**config.mk**
```make
export PLATFORM = sky130hd
export DESIGN_NAME = mag_approx_multi
export DESIGN_NICKNAME = d
export VERILOG_FILES = /design/src/rtl/mag_approx_multi.sv
export SDC_FILE = /design/constraint.sdc
export NUM_CORES = 1
export LEC_CHECK = 0
export BUFFER_PORTS_ARGS = -buffer_cell sky130_fd_sc_hd__buf_2
export CORE_ASPECT_RATIO = 0.5
export CORE_MARGIN = 3
export CORE_UTILIZATION = 40
export CTS_CLUSTER_SIZE = 16
export DETAILED_ROUTE_END_ITERATION = 6
export GPL_ROUTABILITY_DRIVEN = 1
export HOLD_SLACK_MARGIN = 0.05
export PLACE_DENSITY = 0.56
export SLEW_MARGIN = 0
export SYNTH_ARGS = -nofsm -noshare
export SYNTH_HDL_FRONTEND = slang
export SYNTH_SLANG_ARGS = --single-unit
export TNS_END_PERCENT = 50
```
**constraint.sdc**
```tcl
create_clock -name Clk -period 11.45 [get_ports Clk]
set_clock_uncertainty 0.05 [all_clocks]
set_input_delay 1.145 -clock Clk [delete_from_list [all_inputs] [get_ports Clk]]
set_output_delay 1.145 -clock Clk [all_outputs]
set_load 0.005 [all_outputs]
```
**src/rtl/mag_approx_multi.sv**
```systemverilog
`default_nettype none
// ============================================================================
// Module      : mag_approx_multi
// Description : Pipelined, multi-channel alpha-max-beta-min magnitude
//               estimator with per-sample coefficient mode, configurable
//               latency, saturating output and per-channel peak-hold
//               registers with a read-and-clear port.
//
// Ports       : Clk, Rst_n          clock, asynchronous active-low reset
//               Input_valid/index/mode/i/q
//                                   sample strobe, channel tag, coefficient
//                                   mode and signed I/Q sample
//               Output_valid/index/data/saturated
//                                   result strobe, delayed tag, magnitude,
//                                   clamp flag (held while Output_valid=0)
//               Peak_req/index      peak read-and-clear request
//               Peak_valid/data     peak read response, one cycle later
//               Sat_count           saturated-result counter
//
// Options     : MAG_APPROX_SAT_COUNT_EN -- when defined, Sat_count counts
//               saturated results (sticks at 0xFFFF, cleared by a peak read
//               of channel 0). When undefined Sat_count is tied to 0.
//
// Revision    : 1.0 - initial release
// ============================================================================
module mag_approx_multi #(
   parameter int DATA_WIDTH   = 14,
   parameter int OUTPUT_WIDTH = 14,
   parameter int NUM_CHANNELS = 8,
   parameter int LATENCY      = 3,
   parameter int CHAN_WIDTH   = (NUM_CHANNELS > 1) ? $clog2(NUM_CHANNELS) : 1
) (
   input  logic                         Clk,
   input  logic                         Rst_n,
   input  logic                         Input_valid,
   input  logic [CHAN_WIDTH-1:0]        Input_index,
   input  logic [1:0]                   Input_mode,
   input  logic signed [DATA_WIDTH-1:0] Input_i,
   input  logic signed [DATA_WIDTH-1:0] Input_q,
   output logic                         Output_valid,
   output logic [CHAN_WIDTH-1:0]        Output_index,
   output logic [OUTPUT_WIDTH-1:0]      Output_data,
   output logic                         Output_saturated,
   input  logic                         Peak_req,
   input  logic [CHAN_WIDTH-1:0]        Peak_index,
   output logic                         Peak_valid,
   output logic [OUTPUT_WIDTH-1:0]      Peak_data,
   output logic [15:0]                  Sat_count
);

   // Magnitudes never exceed 2^(DATA_WIDTH-1)-1, so DATA_WIDTH-1 bits hold
   // them. Products (7*vmax) need a few guard bits before the shift; the
   // final sums always fit in DATA_WIDTH+1 bits.
   localparam int c_abs_w  = DATA_WIDTH - 1;
   localparam int c_prod_w = DATA_WIDTH + 3;
   localparam int c_extra  = LATENCY - 3;
   localparam logic [c_prod_w-1:0] c_sat_max =
      (c_prod_w'(1) << OUTPUT_WIDTH) - c_prod_w'(1);

   // |x| with the most negative code clamped to the most positive one.
   function automatic logic [c_abs_w-1:0] abs_clamp(
      input logic signed [DATA_WIDTH-1:0] x
   );
      logic [DATA_WIDTH-1:0] neg;
      neg = -x;
      if (!x[DATA_WIDTH-1])
         return x[c_abs_w-1:0];
      else if (x == {1'b1, {(DATA_WIDTH-1){1'b0}}})
         return '1;
      else
         return neg[c_abs_w-1:0];
   endfunction

   // ---------------------------------------------------------------- stages
   logic                    r_s1_valid;
   logic [CHAN_WIDTH-1:0]   r_s1_idx;
   logic [1:0]              r_s1_mode;
   logic [c_abs_w-1:0]      r_s1_abs_i;
   logic [c_abs_w-1:0]      r_s1_abs_q;

   logic                    r_s2_valid;
   logic [CHAN_WIDTH-1:0]   r_s2_idx;
   logic [1:0]              r_s2_mode;
   logic [c_abs_w-1:0]      r_s2_vmax;
   logic [c_abs_w-1:0]      r_s2_vmin;

   logic                    r_s3_valid;
   logic [CHAN_WIDTH-1:0]   r_s3_idx;
   logic [OUTPUT_WIDTH-1:0] r_s3_data;
   logic                    r_s3_sat;

   logic [c_prod_w-1:0]     w_vmax_x;
   logic [c_prod_w-1:0]     w_vmin_x;
   logic [c_prod_w-1:0]     w_alt;
   logic [c_prod_w-1:0]     w_sum;
   logic                    w_sat;
   logic [OUTPUT_WIDTH-1:0] w_clamped;

   // Stage 3 combine; every division is a right shift after the multiply,
   // which floors for these non-negative operands.
   always_comb begin
      w_vmax_x = c_prod_w'(r_s2_vmax);
      w_vmin_x = c_prod_w'(r_s2_vmin);
      w_alt    = '0;
      w_sum    = '0;
      case (r_s2_mode)
         2'd0:    w_sum = w_vmax_x + ((w_vmin_x * c_prod_w'(3)) >> 3);
         2'd1:    w_sum = w_vmax_x + (w_vmin_x >> 1);
         2'd2:    w_sum = w_vmax_x + (w_vmin_x >> 2);
         default: begin
            w_alt = ((w_vmax_x * c_prod_w'(7)) >> 3) + (w_vmin_x >> 1);
            w_sum = (w_alt > w_vmax_x) ? w_alt : w_vmax_x;
         end
      endcase
      w_sat     = (w_sum > c_sat_max);
      w_clamped = w_sat ? c_sat_max[OUTPUT_WIDTH-1:0] : w_sum[OUTPUT_WIDTH-1:0];
   end

   // Valids always advance; payload registers load only with a valid sample
   // so the outputs hold their last value between results.
   always_ff @(posedge Clk or negedge Rst_n) begin
      if (!Rst_n) begin
         r_s1_valid <= 1'b0;
         r_s1_idx   <= '0;
         r_s1_mode  <= '0;
         r_s1_abs_i <= '0;
         r_s1_abs_q <= '0;
         r_s2_valid <= 1'b0;
         r_s2_idx   <= '0;
         r_s2_mode  <= '0;
         r_s2_vmax  <= '0;
         r_s2_vmin  <= '0;
         r_s3_valid <= 1'b0;
         r_s3_idx   <= '0;
         r_s3_data  <= '0;
         r_s3_sat   <= 1'b0;
      end else begin
         r_s1_valid <= Input_valid;
         if (Input_valid) begin
            r_s1_idx   <= Input_index;
            r_s1_mode  <= Input_mode;
            r_s1_abs_i <= abs_clamp(Input_i);
            r_s1_abs_q <= abs_clamp(Input_q);
         end
         r_s2_valid <= r_s1_valid;
         if (r_s1_valid) begin
            r_s2_idx  <= r_s1_idx;
            r_s2_mode <= r_s1_mode;
            r_s2_vmax <= (r_s1_abs_i >= r_s1_abs_q) ? r_s1_abs_i : r_s1_abs_q;
            r_s2_vmin <= (r_s1_abs_i >= r_s1_abs_q) ? r_s1_abs_q : r_s1_abs_i;
         end
         r_s3_valid <= r_s2_valid;
         if (r_s2_valid) begin
            r_s3_idx  <= r_s2_idx;
            r_s3_data <= w_clamped;
            r_s3_sat  <= w_sat;
         end
      end
   end

   // --------------------------------------------------- extra latency stages
   logic                    w_out_valid;
   logic [CHAN_WIDTH-1:0]   w_out_idx;
   logic [OUTPUT_WIDTH-1:0] w_out_data;
   logic                    w_out_sat;

   generate
      if (c_extra > 0) begin : g_delay
         logic [c_extra-1:0]                   r_d_valid;
         logic [c_extra-1:0][CHAN_WIDTH-1:0]   r_d_idx;
         logic [c_extra-1:0][OUTPUT_WIDTH-1:0] r_d_data;
         logic [c_extra-1:0]                   r_d_sat;

         always_ff @(posedge Clk or negedge Rst_n) begin
            if (!Rst_n) begin
               r_d_valid <= '0;
               r_d_idx   <= '0;
               r_d_data  <= '0;
               r_d_sat   <= '0;
            end else begin
               r_d_valid[0] <= r_s3_valid;
               if (r_s3_valid) begin
                  r_d_idx[0]  <= r_s3_idx;
                  r_d_data[0] <= r_s3_data;
                  r_d_sat[0]  <= r_s3_sat;
               end
               for (int k = 1; k < c_extra; k++) begin
                  r_d_valid[k] <= r_d_valid[k-1];
                  if (r_d_valid[k-1]) begin
                     r_d_idx[k]  <= r_d_idx[k-1];
                     r_d_data[k] <= r_d_data[k-1];
                     r_d_sat[k]  <= r_d_sat[k-1];
                  end
               end
            end
         end

         assign w_out_valid = r_d_valid[c_extra-1];
         assign w_out_idx   = r_d_idx[c_extra-1];
         assign w_out_data  = r_d_data[c_extra-1];
         assign w_out_sat   = r_d_sat[c_extra-1];
      end else begin : g_no_delay
         assign w_out_valid = r_s3_valid;
         assign w_out_idx   = r_s3_idx;
         assign w_out_data  = r_s3_data;
         assign w_out_sat   = r_s3_sat;
      end
   endgenerate

   assign Output_valid     = w_out_valid;
   assign Output_index     = w_out_idx;
   assign Output_data      = w_out_data;
   assign Output_saturated = w_out_sat;

   // ------------------------------------------------------------- peak hold
   logic [NUM_CHANNELS-1:0][OUTPUT_WIDTH-1:0] w_peak;
   logic                                      w_peak_idx_ok;
   logic                                      r_peak_valid;
   logic [OUTPUT_WIDTH-1:0]                   r_peak_data;

   // A read-clear coinciding with an update on the same channel leaves the
   // new sample in the register, so no result is lost to the clear.
   generate
      for (genvar ch = 0; ch < NUM_CHANNELS; ch++) begin : g_peak
         logic [OUTPUT_WIDTH-1:0] r_peak;
         logic                    w_upd;
         logic                    w_clr;

         assign w_upd = w_out_valid && (w_out_idx == CHAN_WIDTH'(ch));
         assign w_clr = Peak_req && (Peak_index == CHAN_WIDTH'(ch));

         always_ff @(posedge Clk or negedge Rst_n) begin
            if (!Rst_n) begin
               r_peak <= '0;
            end else if (w_upd) begin
               if (w_clr || (w_out_data > r_peak))
                  r_peak <= w_out_data;
            end else if (w_clr) begin
               r_peak <= '0;
            end
         end

         assign w_peak[ch] = r_peak;
      end
   endgenerate

   assign w_peak_idx_ok = (int'(Peak_index) < NUM_CHANNELS);

   // Response carries the register value from before this cycle's update.
   always_ff @(posedge Clk or negedge Rst_n) begin
      if (!Rst_n) begin
         r_peak_valid <= 1'b0;
         r_peak_data  <= '0;
      end else begin
         r_peak_valid <= Peak_req;
         if (Peak_req)
            r_peak_data <= w_peak_idx_ok ? w_peak[Peak_index] : '0;
      end
   end

   assign Peak_valid = r_peak_valid;
   assign Peak_data  = r_peak_data;

   // ----------------------------------------------------- saturation counter
`ifdef MAG_APPROX_SAT_COUNT_EN
   logic [15:0] r_sat_count;

   always_ff @(posedge Clk or negedge Rst_n) begin
      if (!Rst_n) begin
         r_sat_count <= '0;
      end else if (Peak_req && (Peak_index == '0)) begin
         r_sat_count <= '0;
      end else if (w_out_valid && w_out_sat && (r_sat_count != 16'hFFFF)) begin
         r_sat_count <= r_sat_count + 16'd1;
      end
   end

   assign Sat_count = r_sat_count;
`else
   assign Sat_count = 16'd0;
`endif

endmodule
`default_nettype wire

```
==> summary.txt <==
Run status
  • Status: completed

Yosys
  • Top-count cell post-synth: dfrtp_1
  • Main synth FF type: dfrtp_1
  • Seq/Total Area, Yosys: 0.335
  • Yosys top cell by area: dfrtp_1
  • Commonest cells in the netlist: dfrtp_1 (210), ha_1 (194), inv_1 (161), a21oi_1 (122), nor2_1 (104)
  • Syn avg cell area: 9.52 um^2
  • Top cells by area, synth: dfrtp_1 (33%), ha_1 (15%), a22o_1 (4.7%)
  • Register bit total from synthesis: 210
  • Async S/R FF share, synth: 1.00
  • Synthesized instance count: 1648
  • Area share of the largest cell type after synthesis: 0.335
  • EDFF count, synth: 0
  • Synth unique cells: 64
  • Mapped Area: 15700 um^2
  • Yosys warning count: 0

Placed design
  • Port Buffers: 73
  • RePlAce Congestion: 0.860
  • Post-detail-place hpwl: 30.7 mm
  • DP Area: 16500 um^2
  • Pre-CTS setup slack: 5570 ps

Job
  • # Max-Cap Violations: 0

Global route
  • Vias in the first global route: 12300
  • Antenna violations before repair: 0
  • First-pass GRT wire length: 67.3 mm
  • Tot GR Track Use: 0.197
  • Total grt overflow: 0
  • Largest net degree at the start of global routing: 91

Routing
  • DR vias/cell: 5.55
  • DRC viols: 0
  • Routed Antenna Nets: 0
  • Initial drt markers: 722
  • Final wirelength: 40.8 mm
  • Drt wl/cell: 18.3 um
  • Via count: 12400
  • Drt pass-1 iters: 5

Clock tree
  • CTS sink cnt: 210
  • CTS buffer count: 23
  • Longest Clk Path Bufs: 3
  • CTS tree: built
  • # resized after CTS: 0
  • H-tree levels: 1
  • Worst skew pair latency: 540 ps
  • Root Driver: clkbuf_16
  • Postcts setup bufs: 0
  • Post-CTS Hold Buffers: 0
  • Worst-path clk slew: 60 ps

Timing
  • RSZ-0062 raised after global routing: false
  • Total negative slack: 0 ps
  • Final Hold Vio Count: 0
  • Fin. max-slew vios: 0
  • Final WS setup: 5610 ps
  • Fin crit period: 5840 ps
  • Fin crit share: 0.510
  • Max frequency: 171 MHz
  • # setup viols final: 0
  • Actual slew at the worst max-slew pin: 1150 ps
  • Slew HR: 0.232

Setup path
  • Worst Setup SP: r_s2_vmax[2]
  • Crit path to: Output_data[10]
  • Worst Path Required: 11780 ps
  • CP Max Fanout: 13
  • Worst r2r src: r_s2_vmax[2]
  • CP Launch Type: register
  • Crit end category: register
  • Crit path arrival time: 6170 ps
  • R2R setup slack: 5610 ps
  • FF-to-FF End: Output_data[10]
  • FF-to-FF path depth: 23
  • Crit path kind: register to register

Floorplanning
  • Initial cell density of the core: 0.412
  • Die area: 41800 um^2
  • Site Rows: 50
  • Die X: 286 um
  • I/O pin cnt: 90
  • Core area: 38000 um^2
  • Die Y: 146 um

Final layout
  • Final net count: 1940
  • Layout cells sized above 1: 0.110
  • Number of diodes: 0
  • Fin util: 0.453
  • Area Overhead vs Synth: 9.81%
  • Cell area after layout: 17200 um^2

Hold path
  • Worst min path class: register to register
  • Worst hold stages: 2
worst max-delay path: stages (launching register included):
cell	delay (ps)
dfrtp_1	500
fa_1	490
and2_1	190
fa_1	400
a21o_1	200
a21oi_1	210
nor2b_1	100
o21a_1	170
nor2_1	110
xnor2_1	90
ha_1	240
o311ai_0	560
a21oi_1	260
o41ai_1	320
a211oi_1	120
ha_1	320
a21o_1	180
a21o_1	180
nor2_1	90
o211ai_1	80
o211ai_1	120
o21ai_2	300
mux2i_1	280
o221ai_1	130
sequential cells by signal, summed over array words and instances, names as in the netlist:
register and cells:
Output_data 14, Output_index 3, Output_saturated 1, Output_valid 1, Peak_data 14, Peak_valid 1
g_peak.r_peak 112, r_s1_abs_i 13, r_s1_abs_q 13, r_s1_idx 3, r_s1_mode 2, r_s1_valid 1
r_s2_idx 3, r_s2_mode 2, r_s2_valid 1, r_s2_vmax 13, r_s2_vmin 13
stage by stage:
step	cells	hold WS [ps]
after floorplan	1663	302
after global placement	2186	419
after detailed placement	2186	424
after CTS	2228	440
after global routing	2228	464
final	2228	431
cell type report:
cell class	instances	area, um^2
Sequential cell	210	5260
Inverter	162	608
Clock buffer	33	663
Multi-Input combinational cell	1200	9470
Fill cell	3777	20800
Timing Repair Buffer	94	533
Tap cell	520	651
Clock inverter	9	51.3
cells by family (layout without fill, tap and decap cells):
kind of cell / count (synthesis) / after routing / synth area share
xor+xnor: 52 / 52 / 0.0290
fa+ha+maj: 209 / 209 / 0.174
buf+inv: 253 / 298 / 0.0660
mux: 80 / 80 / 0.0742
other cells: 1 / 16 / 0.000239
flops: 210 / 210 / 0.335
simple gates: 384 / 384 / 0.121
compound gates: 459 / 459 / 0.201
layout by cell type (no fill, tap or decap), drive strengths merged, types with 15 or more instances in the layout:
cell type,instances
a21o,21
a21oi,125
a22o,84
and3,20
buf,94
clkbuf,33
conb,16
dfrtp,210
fa,15
ha,194
inv,162
mux2i,41
mux4,28
nand2,80
nand3,32
nand4,43
nor2,104
nor2b,37
nor3,21
o21a,34
o21ai,85
o221ai,18
xnor2,24
xor2,28
layer usage:
metal | global-route usage | part of all wire
met5 | 0 | 0
met2 | 0.314 | 0.45
met3 | 0.0257 | 0.037
met1 | 0.289 | 0.50
met4 | 0.0370 | 0.018
worst min path at each step:
stage | from | endpoint | slack, ps
finish | r_s1_mode[1] | r_s2_mode[1] | 430
global route | r_s1_mode[0] | r_s2_mode[0] | 460
CTS | r_s1_mode[1] | r_s2_mode[1] | 440
detailed placement | r_s1_mode[1] | r_s2_mode[1] | 420
global placement | r_s1_mode[1] | r_s2_mode[1] | 420
floorplan | r_s1_valid | r_s2_valid | 300
Power is left out: the tool's default activity adds up to more than one toggle a clock period on the data nets, which glitch-free logic cannot reach.
